### src/rtl/vga_rx_pkg.sv
// Shared types and constants for the VGA receive/capture block.
// Contents: lock FSM state enum, 640x480 timing defaults, counter widths and a
// saturating increment used by the line/frame measurement counters.
package vga_rx_pkg;

  typedef enum logic [1:0] {
    StSearch,
    StTrack,
    StLocked
  } rx_state_e;

  // Counter widths: 12-bit timing measurement, 10-bit pixel coordinates.
  localparam int unsigned MeasW  = 12;
  localparam int unsigned CoordW = 10;

  localparam logic [MeasW-1:0] MeasMax = '1;

  // Standard 640x480 @ 60 Hz timing (25 MHz pixel clock).
  localparam int unsigned HTotal640  = 800;
  localparam int unsigned HStart640  = 144;
  localparam int unsigned HActive640 = 640;
  localparam int unsigned VTotal480  = 525;
  localparam int unsigned VStart480  = 35;
  localparam int unsigned VActive480 = 480;

  function automatic logic [MeasW-1:0] sat_inc(input logic [MeasW-1:0] v);
    return (v == MeasMax) ? v : v + MeasW'(1);
  endfunction

endpackage

### src/rtl/vga_sync_edge.sv
// Sync input stage: normalises the sync to active-high, registers it once and
// flags the leading (activating) edge of the registered signal.
// Ports:
//   clk, rst   pixel clock, asynchronous active-high reset
//   sync_in    raw sync from the source (active level set by SYNC_POL)
//   lead_edge  one-cycle pulse on the cycle the registered sync becomes active
module vga_sync_edge #(
  parameter bit SYNC_POL = 1'b0
) (
  input  logic clk,
  input  logic rst,
  input  logic sync_in,
  output logic lead_edge
);

  logic sync_q, sync_prev_q;

  always_ff @(posedge clk or posedge rst) begin
    if (rst) begin
      sync_q      <= 1'b0;
      sync_prev_q <= 1'b0;
    end else begin
      sync_q      <= (sync_in == SYNC_POL);
      sync_prev_q <= sync_q;
    end
  end

  assign lead_edge = sync_q & ~sync_prev_q;

endmodule

### src/rtl/vga_rx_capture.sv
// Receive side of the VGA interface. Samples hs/vs/RGB, measures line length
// and lines per frame, locks once timing repeats, then emits active-area pixels
// with x/y coordinates (rgb_in to pix_data latency is 2 clocks).
// Ports:
//   clk, rst             pixel clock, asynchronous active-high reset
//   hs_in, vs_in, rgb_in source sync and {R,G,B} pixel
//   pix_valid/pix_data   captured active pixel, x_pix/y_pix its coordinates
//   frame_start          pulse with pixel (0,0)
//   line_total           measured clocks per line
//   frame_lines          measured lines per frame
//   locked               timing stable, qualifies pix_valid
module vga_rx_capture
  import vga_rx_pkg::*;
#(
  parameter bit          SYNC_POL    = 1'b0,
  parameter int unsigned H_START     = HStart640,
  parameter int unsigned H_ACTIVE    = HActive640,
  parameter int unsigned V_START     = VStart480,
  parameter int unsigned V_ACTIVE    = VActive480,
  parameter int unsigned LOCK_FRAMES = 2
) (
  input  logic              clk,
  input  logic              rst,
  input  logic              hs_in,
  input  logic              vs_in,
  input  logic [23:0]       rgb_in,
  output logic              pix_valid,
  output logic [23:0]       pix_data,
  output logic [CoordW-1:0] x_pix,
  output logic [CoordW-1:0] y_pix,
  output logic              frame_start,
  output logic [MeasW-1:0]  line_total,
  output logic [MeasW-1:0]  frame_lines,
  output logic              locked
);

  logic hs_edge, vs_edge;

  vga_sync_edge #(.SYNC_POL(SYNC_POL)) u_hs_edge (
    .clk      (clk),
    .rst      (rst),
    .sync_in  (hs_in),
    .lead_edge(hs_edge)
  );

  vga_sync_edge #(.SYNC_POL(SYNC_POL)) u_vs_edge (
    .clk      (clk),
    .rst      (rst),
    .sync_in  (vs_in),
    .lead_edge(vs_edge)
  );

  logic [23:0]       rgb_q;
  logic [MeasW-1:0]  h_cnt_q, v_cnt_q, line_total_q, frame_lines_q;
  logic              vs_pend_q, line_err_q;
  rx_state_e         state_q;
  logic [7:0]        good_q;
  logic [2*MeasW-1:0] ref_q;
  logic              ref_vld_q, locked_q;
  logic              pix_valid_q, frame_start_q;
  logic [23:0]       pix_data_q;
  logic [CoordW-1:0] x_q, y_q;

  // h_cur/v_cur are the position of the pixel currently held in rgb_q.
  logic [MeasW-1:0]  h_cur, v_cur, line_meas, line_total_d, frame_lines_d;
  logic              boundary, meas_ok, line_mis, err_now, ref_match, hs_lost, active;
  logic [7:0]        good_inc;
  logic [CoordW-1:0] x_next, y_next;

  always_comb begin
    h_cur    = hs_edge ? '0 : sat_inc(h_cnt_q);
    // vs edge waits for the next hs edge so that the frame boundary is line 0.
    boundary = hs_edge & (vs_pend_q | vs_edge);
    if (boundary) begin
      v_cur = '0;
    end else if (hs_edge) begin
      v_cur = sat_inc(v_cnt_q);
    end else begin
      v_cur = v_cnt_q;
    end
    // A saturated count means the line was not really measured.
    meas_ok       = hs_edge && (h_cnt_q != MeasMax);
    line_meas     = h_cnt_q + MeasW'(1);
    line_mis      = meas_ok && (line_meas != line_total_q);
    line_total_d  = meas_ok ? line_meas : line_total_q;
    frame_lines_d = boundary ? sat_inc(v_cnt_q) : frame_lines_q;
    err_now       = line_err_q | line_mis;
    ref_match     = ({frame_lines_d, line_total_d} == ref_q);
    hs_lost       = (h_cur == MeasMax);
    good_inc      = good_q + 8'd1;
    active        = locked_q &&
                    (h_cur >= MeasW'(H_START)) && (h_cur < MeasW'(H_START + H_ACTIVE)) &&
                    (v_cur >= MeasW'(V_START)) && (v_cur < MeasW'(V_START + V_ACTIVE));
    x_next        = CoordW'(h_cur - MeasW'(H_START));
    y_next        = CoordW'(v_cur - MeasW'(V_START));
  end

  // Timing counters and measurements.
  always_ff @(posedge clk or posedge rst) begin
    if (rst) begin
      rgb_q         <= '0;
      h_cnt_q       <= '0;
      v_cnt_q       <= '0;
      line_total_q  <= '0;
      frame_lines_q <= '0;
      vs_pend_q     <= 1'b0;
      line_err_q    <= 1'b0;
    end else begin
      rgb_q         <= rgb_in;
      h_cnt_q       <= h_cur;
      v_cnt_q       <= v_cur;
      line_total_q  <= line_total_d;
      frame_lines_q <= frame_lines_d;
      vs_pend_q     <= boundary ? 1'b0 : (vs_pend_q | vs_edge);
      line_err_q    <= boundary ? 1'b0 : err_now;
    end
  end

  // Lock FSM, evaluated at frame boundaries; loss of hs overrides everything.
  always_ff @(posedge clk or posedge rst) begin
    if (rst) begin
      state_q   <= StSearch;
      good_q    <= '0;
      ref_q     <= '0;
      ref_vld_q <= 1'b0;
      locked_q  <= 1'b0;
    end else if (hs_lost) begin
      state_q   <= StSearch;
      ref_vld_q <= 1'b0;
      locked_q  <= 1'b0;
    end else if (boundary) begin
      unique case (state_q)
        StSearch: begin
          // The frame just ended was partial, so nothing is stored.
          state_q   <= StTrack;
          ref_vld_q <= 1'b0;
          good_q    <= '0;
        end
        StTrack: begin
          ref_q <= {frame_lines_d, line_total_d};
          if (!ref_vld_q) begin
            ref_vld_q <= 1'b1;
            good_q    <= '0;
          end else if (ref_match && !err_now) begin
            good_q <= good_inc;
            if (good_inc == 8'(LOCK_FRAMES)) begin
              state_q  <= StLocked;
              locked_q <= 1'b1;
            end
          end else begin
            good_q <= '0;
          end
        end
        StLocked: begin
          ref_q <= {frame_lines_d, line_total_d};
          if (!ref_match || err_now) begin
            state_q   <= StSearch;
            ref_vld_q <= 1'b0;
            locked_q  <= 1'b0;
          end
        end
        default: begin
          state_q  <= StSearch;
          locked_q <= 1'b0;
        end
      endcase
    end
  end

  // Pixel output register; data and coordinates hold outside the active area.
  always_ff @(posedge clk or posedge rst) begin
    if (rst) begin
      pix_valid_q   <= 1'b0;
      frame_start_q <= 1'b0;
      pix_data_q    <= '0;
      x_q           <= '0;
      y_q           <= '0;
    end else if (active) begin
      pix_valid_q   <= 1'b1;
      frame_start_q <= (x_next == '0) && (y_next == '0);
      pix_data_q    <= rgb_q;
      x_q           <= x_next;
      y_q           <= y_next;
    end else begin
      pix_valid_q   <= 1'b0;
      frame_start_q <= 1'b0;
    end
  end

  assign pix_valid   = pix_valid_q;
  assign pix_data    = pix_data_q;
  assign x_pix       = x_q;
  assign y_pix       = y_q;
  assign frame_start = frame_start_q;
  assign line_total  = line_total_q;
  assign frame_lines = frame_lines_q;
  assign locked      = locked_q;

endmodule

### config.mk
export PLATFORM = sky130hd
export DESIGN_NAME = vga_rx_capture
export DESIGN_NICKNAME = d
export VERILOG_FILES = /design/src/rtl/vga_rx_pkg.sv /design/src/rtl/vga_sync_edge.sv /design/src/rtl/vga_rx_capture.sv
export SDC_FILE = /design/constraint.sdc
export NUM_CORES = 1
export LEC_CHECK = 0
export BUFFER_PORTS_ARGS = -buffer_cell sky130_fd_sc_hd__buf_4
export CORE_MARGIN = 2
export CORE_UTILIZATION = 40
export CTS_BUF_LIST = sky130_fd_sc_hd__clkbuf_4
export DETAILED_ROUTE_END_ITERATION = 8
export GPL_ROUTABILITY_DRIVEN = 0
export PLACE_DENSITY_LB_ADDON = 0.2
export RECOVER_POWER = 50
export SLEW_MARGIN = 20
export SYNTH_ARGS = -nofsm -noshare
export SYNTH_HDL_FRONTEND = slang
export SYNTH_HIERARCHICAL = 1
export SYNTH_SLANG_ARGS = --single-unit
### constraint.sdc
create_clock -name clk -period 5 [get_ports clk]
set_input_delay 0.25 -clock clk [delete_from_list [all_inputs] [get_ports clk]]
set_output_delay 0.25 -clock clk [all_outputs]
set_load 0.1 [all_outputs]
* Word-level counts from Yosys, hierarchy flattened *
Index checks and enable logic that the tools add are counted.

word-level totals
  bits of input ports = 28
  output and inout bits = 71
  bits in registers = 160
  logic and storage cells = 108

operators by class
  order comparisons = 4
  $add $sub $neg = 5
  reductions and logical operators = 23
  muxes and demuxes = 31
  bitwise operators = 10
  equal/unequal tests = 14

operators by type and width
  cell                                                                     count
  12-bit two-way mux                                                       7
  12-bit == test (second input constant)                                   3
  12-bit by 1-bit adder with 12-bit output (second input constant)         2
  24-bit == test                                                           1
  12-bit by 10-bit < comparator with 1-bit output (second input constant)  2
  10-bit logical NOT                                                       2
  8-bit two-way mux                                                        2
  8-bit case mux with 2 select lines                                       1
  12-bit by 6-bit >= comparator with 1-bit output (second input constant)  1
  12-bit by 8-bit >= comparator with 1-bit output (second input constant)  1
  1-bit two-way mux                                                        12
  2-bit two-way mux                                                        6
  12-bit inequality test                                                   1
  12-bit inequality test (second input constant)                           1
  3-bit inequality test (second input constant)                            4
  10-bit by 6-bit subtractor with 10-bit output (second input constant)    1
  10-bit by 8-bit subtractor with 10-bit output (second input constant)    1
  3-bit AND reduction                                                      3
  8-bit by 1-bit adder with 8-bit output (second input constant)           1
  8-bit by 2-bit == test with 1-bit output (second input constant)         1
  1-bit logical AND                                                        8
  1-bit case mux with 3 select lines                                       2
  2-bit case mux with 3 select lines                                       1
  6-bit AND reduction                                                      1
  13 further kinds                                                         22

* Longest topological paths before layout *
Gate-level depths: netlist of run 1.

  word-level depth = 12
  depth in mapped cells = 15
  depth with buffers taken out = 13

* By module *
The synthesis of run 1 kept the hierarchy.

by module, submodules not included
  module          times used  seq. area each (um2)  area each (um2)  cells each
  vga_rx_capture  1           3,903.7               8,650.8          814
  vga_sync_edge   2           50.0                  71.3             5

* Least setup slack after synthesis of run 1 *
Ideal clock, no wire load.

  path kind = register to register
  start point = register u_hs_edge.sync_prev_q
  end point = register y_q[1] (netlist: y_pix[1])
  clock period less this slack = 3,402 ps
  stages on the path, launching flop included = 14
  buffers on the path = 4
  arrival time = 3,276 ps
  setup time = 125 ps
  setup slack = 1,598 ps
  required time = 4,875 ps
  path through = dfrtp_1 nor2b_4 buf_2 clkbuf_1 clkbuf_1 o21ai_0 a21o_1 ha_1 nor4_2 or2_4 a21oi_2 o21ai_4 buf_8 mux2_4

between the ends
  elaborated cells on any way between the ends = 15
  classes of those cells = 1 x add/sub; 4 x order compare; 3 x mux; 3 x bitwise; 4 x reduce/logical

RTL lines
  item                                                     RTL line                                    source
  start, declared                                          vga_sync_edge.sv:16                         logic sync_q, sync_prev_q;
  start signal, assigned                                   vga_sync_edge.sv:24                         sync_prev_q <= sync_q;
  1-bit NOT (*)                                            vga_sync_edge.sv:28                         assign lead_edge = sync_q & ~sync_prev_q;
  1-bit bitwise AND (*)                                    vga_sync_edge.sv:28
  via hs_edge                                              vga_rx_capture.sv:37                        logic hs_edge, vs_edge;
  12-bit two-way mux or 1-bit bitwise AND (tied branches)  vga_rx_capture.sv:76, vga_rx_capture.sv:73
  12-bit two-way mux (*)                                   vga_rx_capture.sv:74                        if (boundary) begin
  via v_cur[0]                                             vga_rx_capture.sv:65                        logic [MeasW-1:0] h_cur, v_cur, line_meas, line_total_d, frame_lines_d;
  12-bit by 6-bit >= comparator with 1-bit output          vga_rx_capture.sv:93                        (v_cur >= MeasW'(V_START)) && (v_cur < MeasW'(V_START + V_ACTIVE));
  1-bit logical AND                                        vga_rx_capture.sv:92                        (h_cur >= MeasW'(H_START)) && (h_cur < MeasW'(H_START + H_ACTIVE)) &&
  1-bit logical AND                                        vga_rx_capture.sv:93
  end signal, assigned                                     vga_rx_capture.sv:183                       y_q <= y_next;
  end, declared                                            vga_rx_capture.sv:62                        logic [CoordW-1:0] x_q, y_q;

The timed path passes the listed nets; every way through them passes the cells marked *.
A chain may end at the register's enable or synchronous reset.

* Worst setup path in the final report of run 1 *
  start point = register h_cnt_q[0]
  end point = register pix_data_q[5] (netlist: pix_data[5])

between the ends
  longest elaborated chain between the ends = 8
  elaborated cells on any way between the ends = 10
  classes of those cells = 1 x add/sub; 2 x order compare; 1 x eq/ne; 2 x mux; 4 x reduce/logical

RTL lines
  item                                                                        RTL line               source
  start, declared                                                             vga_rx_capture.sv:54   logic [MeasW-1:0] h_cnt_q, v_cnt_q, line_total_q, frame_lines_q;
  start signal, assigned                                                      vga_rx_capture.sv:110  h_cnt_q <= h_cur;
  12-bit by 1-bit adder with 12-bit output or 12-bit == test (tied branches)  vga_rx_pkg.sv:27       return (v == MeasMax) ? v : v + MeasW'(1);
  12-bit two-way mux (*)                                                      vga_rx_pkg.sv:27
  12-bit two-way mux (*)                                                      vga_rx_capture.sv:71   h_cur = hs_edge ? '0 : sat_inc(h_cnt_q);
  via h_cur[4]                                                                vga_rx_capture.sv:65
  12-bit by 8-bit >= comparator with 1-bit output                             vga_rx_capture.sv:92
  1-bit logical AND                                                           vga_rx_capture.sv:91   active = locked_q &&
  1-bit logical AND (*) (2 in a row)                                          vga_rx_capture.sv:92
  1-bit logical AND (*)                                                       vga_rx_capture.sv:93
  end signal, assigned                                                        vga_rx_capture.sv:181  pix_data_q <= rgb_q;
  end, declared                                                               vga_rx_capture.sv:61   logic [23:0] pix_data_q;

Marks and branches as above.

==> qor.csv, run 1 <==
metric;value;unit
clk_pin_slew_worst_paths;0.15;ns
yosysTopAreaCell;dfrtp_1;
ir_drop;0.000158;V
synthTopCellsByArea;dfrtp_1 (46%), mux2_4 (5.8%), xnor2_1 (3.8%), nand2_1 (2.8%), mux2_2 (2.7%);
skew;0.0233;ns
clock_latency;0.58;ns
htreeDepth;4;
synth_edf_count;0;
initialDrtViolationCount;411;
die_y;152;µm
nFillCells;2079;
cts_made_buffers;17;
slew_violations;70;
cp.required;5.48;ns
switching_share;0.380;
rsz0062_at_grt;false;
pwr-share-comb;0.275;
worst_slew_margin_rel;-1.09;
dp_hpwl;16.6;mm
area_growth;15.2;%
totalPowerFinal;3.28;mW
ys_ff_latch;160;
drive_above_1_share;0.220;
syn_avg_cell_area;10.7;µm²
dr.pass1.iters;5;
tritoncts;built;
grt-ovfl-total;0;
vias_per_cell;5.52;
final_cell_mix;dfrtp_1 (160), nand2_1 (65), buf_4 (57);
cts_root_buf;clkbuf_4;
pre_cts_ws;0.956;ns
path_max_fanout;19;
outcome;finished with violations;
p_seq_frac;0.470;
p_int;2.04;mW
seq_area_frac_synth;0.455;
fin_nets;977;
antenna_found_initial;1;
final_common_cell;dfrtp_1;
p_switching;1.25;mW
grt_pass1_wl;36.9;mm
hold_path_class;in2async;
min_period;4.08;ns
clkPwrFrac;0.255;
core_area;21700;µm²
leakage;4.67;nW
worst-slew-pin-transition;3.12;ns
ys_types;87;
antenna_left;0;
worstPathArrival;4.56;ns
end_kind;flop;
synth_fp_nets;864;
clk_path_buf_depth;2;
fin_hold_ws;0.0647;ns
startpoint_type;flop;
final-hold-violation-count;0;
async_reset_ff_frac;1.00;
pin_count;99;
wl;22.6;mm
core.rowCount;54;
cts_sinks;160;
violations;max-capacitance violations, max-slew violations;
grt_pass1_vias;6609;
synthCells;824;
wl_per_cell;18.4;µm
fmax;245;MHz
synth.top_cell.area_share;0.455;
worstSetupPathType;reg2reg;
netlist_area;8790;µm²
die_w;152;µm
start_util;0.405;
p_per_area;324;nW/µm²
drv_cap;1;
setup_viol;0;
ys.flop_type;dfrtp_1;
dr_total_vias;6798;
track_usage;0.200;
route.detailed.drc;0;
tns;0;ns
grt_max_degree;70;
fin_crit_sh;0.816;
setup_slack;0.920;ns
io_buffers;98;
yosysWarnings;6;
dieArea;23200;µm²
-- cell usage after synthesis, types with 6 or more instances --
| cell type | instances |
|---|---|
| xor2_1 | 27 |
| mux2_4 | 34 |
| buf_2 | 8 |
| nand3_1 | 23 |
| a2111oi_0 | 6 |
| and4_1 | 6 |
| and2_1 | 7 |
| buf_6 | 8 |
| clkbuf_1 | 17 |
| nand2_1 | 65 |
| o2111ai_1 | 9 |
| inv_1 | 39 |
| and3_1 | 8 |
| xnor2_1 | 38 |
| nor3_1 | 19 |
| a21oi_1 | 34 |
| dfrtp_1 | 160 |
| nand4_1 | 15 |
| mux2i_1 | 13 |
| nor2_1 | 47 |
| a311oi_1 | 7 |
| a31oi_1 | 11 |
| o31ai_1 | 15 |
| o21ai_0 | 37 |
| nor4_1 | 7 |
| buf_4 | 7 |
| nand2b_1 | 11 |
| ha_1 | 12 |
| mux2_2 | 21 |
-- flip-flops by register name (all words and copies together), names as in the netlist, 2 cells and up --
name,flops
x_pix,10
y_pix,10
v_cnt_q,12
good_q,8
rgb_q,24
frame_lines,12
state_q,2
ref_q,24
h_cnt_q,12
line_total,12
pix_data,24
-- routing by layer --
layer,up-vias,GRT usage,share of wire
met5,-,0,0
met1,3336,0.274,0.45
met4,0,0.0757,0.026
li1,3215,-,-
met3,45,0.0418,0.057
met2,202,0.313,0.47
-- worst paths after layout --
check | to | cells after the start | startpoint | slack, ns
min reg2reg | u_vs_edge/sync_prev_q | 0 | u_vs_edge/sync_q | 0.39
min | u_vs_edge/sync_q | 3 | rst | 0.06
max | pix_data[5] | 14 | h_cnt_q[0] | 0.92
min in group clk | rgb_q[21] | 2 | rgb_in[21] | 0.31
max in group asynchronous | y_pix[3] | 4 | rst | 1.70
max reg2reg | pix_data[5] | 14 | h_cnt_q[0] | 0.92
-- cell type report --
class | instances | area [µm²] | share of cell area
Antenna cell | 1 | 2.50 | 0.000247
Tap cell | 280 | 350 | 0.0346
Clock buffer | 18 | 135 | 0.0133
Timing Repair Buffer | 140 | 1010 | 0.0996
Multi-Input combinational cell | 579 | 4310 | 0.426
Clock inverter | 14 | 170 | 0.0168
Sequential cell | 160 | 4000 | 0.395
Inverter | 39 | 148 | 0.0146
-- critical path, stage by stage, from the launching register on --
cell      delay (ns)
dfrtp_1         0.60
ha_1            0.30
nand3_1         0.17
xor2_1          0.44
nand2_1         0.11
nand2_1         0.13
inv_1           0.10
ha_1            0.21
and2b_1         0.15
a31o_2          0.22
a211oi_1        0.39
nor4b_4         0.10
o21ai_4         0.24
buf_4           0.44
mux2_4          0.34
-- per-stage QoR --
step                      std cells  utilization  cell area [µm²]
after floorplan                 824            -             8790
after global placement         1171        0.446             9670
after detailed placement       1171        0.446             9670
after CTS                      1230        0.472            10200
after global routing           1231        0.467            10100
final                          1231        0.467            10100
-- power by group through the flow --
stage | logic, mW | registers [mW] | clock network (mW)
after floorplan | 0.530 | 1.68 | 0
after global placement | 0.890 | 1.57 | 0
after detailed placement | 0.892 | 1.57 | 0
after CTS | 0.913 | 1.54 | 0.867
after global routing | 0.984 | 1.56 | 0.919
final | 0.903 | 1.54 | 0.836
-- cells by family after synthesis --
| group | Yosys count | share of synthesized area |
|---|---|---|
| AOI/OAI and AO/OA | 180 | 0.145 |
| xor gates and xnor gates | 67 | 0.0699 |
| adders and majority gates | 12 | 0.0171 |
| buffers and inverters | 85 | 0.0541 |
| DFF | 160 | 0.455 |
| muxes | 68 | 0.0997 |
| and+or+nand+nor | 252 | 0.159 |
-- what timing repair did --
item | in CTS | in global routing
setup buffers | 0 | 0
gates resized for setup | 0 | 0
endpoints found under the hold margin | 97 | 0
hold buffers | 27 | 0
Power figures use the tool's default switching activity.
==> inputs of run 2 (changes only) <==
==> constraint.sdc (replaced) <==
create_clock -name clk -period 3.35 [get_ports clk]
set_input_delay 0.1675 -clock clk [delete_from_list [all_inputs] [get_ports clk]]
set_output_delay 0.1675 -clock clk [all_outputs]
set_load 0.1 [all_outputs]
==> run 2 against run 1 <==
Net effect: the run still ends with max-capacitance violations, max-slew violations left; clock power increased by 48%; routed wire length increased by 6.8%; sequential share of layout area decreased by 2.8 points; register-to-register slack got worse by 0.80 ns; clock skew increased by 0.0053 ns; largest cell class unchanged; highest routed layer unchanged.
==> qor.csv, run 2 (synthesized netlist as in run 1, its figures left out) <==
metric;value;unit;change
violations;max-capacitance violations, max-slew violations;;
fin_area;10900;µm²;+7.7%
route.detailed.drc;0;;unchanged
post-route-util;0.503;;+0.0361
rsz0062_at_grt;true;;
end_kind;flop;;
cp.required;3.81;ns;-1.67 ns
track_usage;0.205;;+0.00527
tns;0;ns;unchanged
initialDrtViolationCount;616;;+50%
placed_area;10100;µm²;+4.6%
ir_drop;0.000243;V;+54%
core_area;21700;µm²;unchanged
final-hold-violation-count;0;;unchanged
worstSetupStartpoint;h_cnt_q[1];;
path_cells;ha_2 -> and4_2 -> and3_2 -> a21oi_2 -> and2_4 -> or4b_4 -> nor4b_4 -> o21ai_4 -> buf_12 -> clkbuf_16 -> mux2_4;;
crit_cells;11;;-3
cpPeakStageDelay;0.52;ns;-0.08 ns
slew_violations;157;;+120%
final_cell_mix;dfrtp_1 (160), buf_4 (144), nand2_1 (65);;
cts_root_buf;clkbuf_4;;
leakage;5.19;nW;+11%
ff_latch_area;4000;µm²;unchanged
final_common_cell;dfrtp_1;;
area_growth;24.1;%;
worstPathArrival;3.70;ns;-0.86 ns
dr_total_vias;7098;;+4.4%
core.rowCount;54;;unchanged
fmax;309;MHz;+26%
hold_depth;2;;
dr.pass1.iters;6;;+1
antenna_found_initial;1;;unchanged
grt_pass1_vias;6863;;+3.8%
grt-ovfl-total;0;;unchanged
clk_path_buf_depth;2;;unchanged
stdcell_count;1297;;+5.4%
fin_nets;1043;;+6.8%
cts_made_buffers;17;;unchanged
dieArea;23200;µm²;unchanged
setup_viol;0;;unchanged
grt_max_degree;157;;+120%
min_from;rgb_in[17];;
clock_latency;0.58;ns;about the same
io_buffers;98;;unchanged
cp_slowest_cell;or4b_4;;
critical_path.top_delay_family;simple AND/OR/NAND/NOR gates;;
drive_above_1_share;0.312;;+0.0920
grt_pass1_wl;37.8;mm;+2.5%
fin_crit_sh;0.966;;+0.150
p_per_area;465;nW/µm²;+44%
dp_hpwl;17.2;mm;+3.4%
die_w;152;µm;unchanged
start_util;0.405;;unchanged
pin_count;99;;unchanged
die_y;152;µm;unchanged
worstSetupPathType;reg2reg;;
outcome;finished with violations;;
min_period;3.23;ns;-0.845 ns
tritoncts;built;;
drv_cap;1;;unchanged
worst_slew_margin_rel;-0.428;;+0.660
vias_per_cell;5.47;;-0.90%
nFillCells;1996;;-4.0%
path_max_fanout;11;;-8
cts_sinks;160;;unchanged
wl_per_cell;18.6;µm;+1.3%
htreeDepth;4;;unchanged
r2r_cells;11;;-3
startpoint_type;flop;;
path_buf_inv;2;;unchanged
clk_pin_slew_worst_paths;0.16;ns;about the same
post-place-cells;1226;;+4.7%
skew;0.0286;ns;+0.00530 ns
antenna_left;0;;unchanged
wl;24.2;mm;+6.8%
r2r-start;h_cnt_q[1];;
hold_path_class;in2reg;;
worst-slew-pin-transition;2.14;ns;-0.973 ns
multi_input_area;4400;µm²;+2.1%
run 2: final timing paths:
path / slack, ns / endpoint
worst max-delay path: 0.12 / y_pix[7]
worst min-delay path: 0.24 / rgb_q[17]
worst max register to register: 0.12 / y_pix[7]
worst min register to register: 0.40 / u_vs_edge/sync_prev_q
max in group asynchronous: 1.07 / h_cnt_q[9]
min in group asynchronous: 0.57 / u_hs_edge/sync_q
run 2: timing repair:
item                                    4_1_cts  5_1_grt
endpoints found under the setup margin       27       52
setup buffers                                 0        8
resized for setup                             3       18
cloned                                        0        2
pin swaps                                     0        2
endpoints found under the hold margin       186        0
hold buffers                                 28        0
run 2: area by class of cell:
cell class                 instances  share of cell area
clock buffer                      18              0.0124
antenna                            1            0.000229
clock inverter                    14              0.0155
tap                              280              0.0321
inverter                          39              0.0138
multi-input combinational        579               0.403
sequential                       160               0.367
timing repair buffer             206               0.156
run 2: stage by stage:
step | setup slack (ns) | hold slack [ns] | power, mW
3_5_place_dp | -0.0169 | 0.0570 | 3.79
6_report | 0.115 | 0.241 | 5.08
4_1_cts | 0.0695 | 0.170 | 5.07
2_1_floorplan | 0.0114 | -0.0913 | 3.30
3_3_place_gp | 0.0262 | 0.0556 | 3.77
5_1_grt | -0.0119 | 0.180 | 5.37
run 2: routing by layer:
layer,global-route usage,share of wire,up-vias
li1,-,-,3347
met1,0.288,0.46,3508
met2,0.331,0.48,215
met3,0.0333,0.050,28
met4,0.0543,0.014,0
met5,0,0,-
run 2: worst reg2reg max path, delay by kind of cell, from the launching register on:
family,cells,cell delay (ns)
AO/OA/AOI/OAI,2,0.21
buffers and inverters,2,0.33
multiplexers,1,0.30
flip-flops,1,0.43
AND/OR/NAND/NOR,5,1.62
adder cells (fa/ha/maj),1,0.25
run 2: report_power, final:
| part | switching [mW] | leakage [nW] | total, mW | internal (mW) |
|---|---|---|---|---|
| combinational | 0.938 | 2.91 | 1.54 | 0.605 |
| clock | 0.764 | 0.162 | 1.24 | 0.480 |
| sequential | 0.202 | 2.12 | 2.29 | 2.09 |
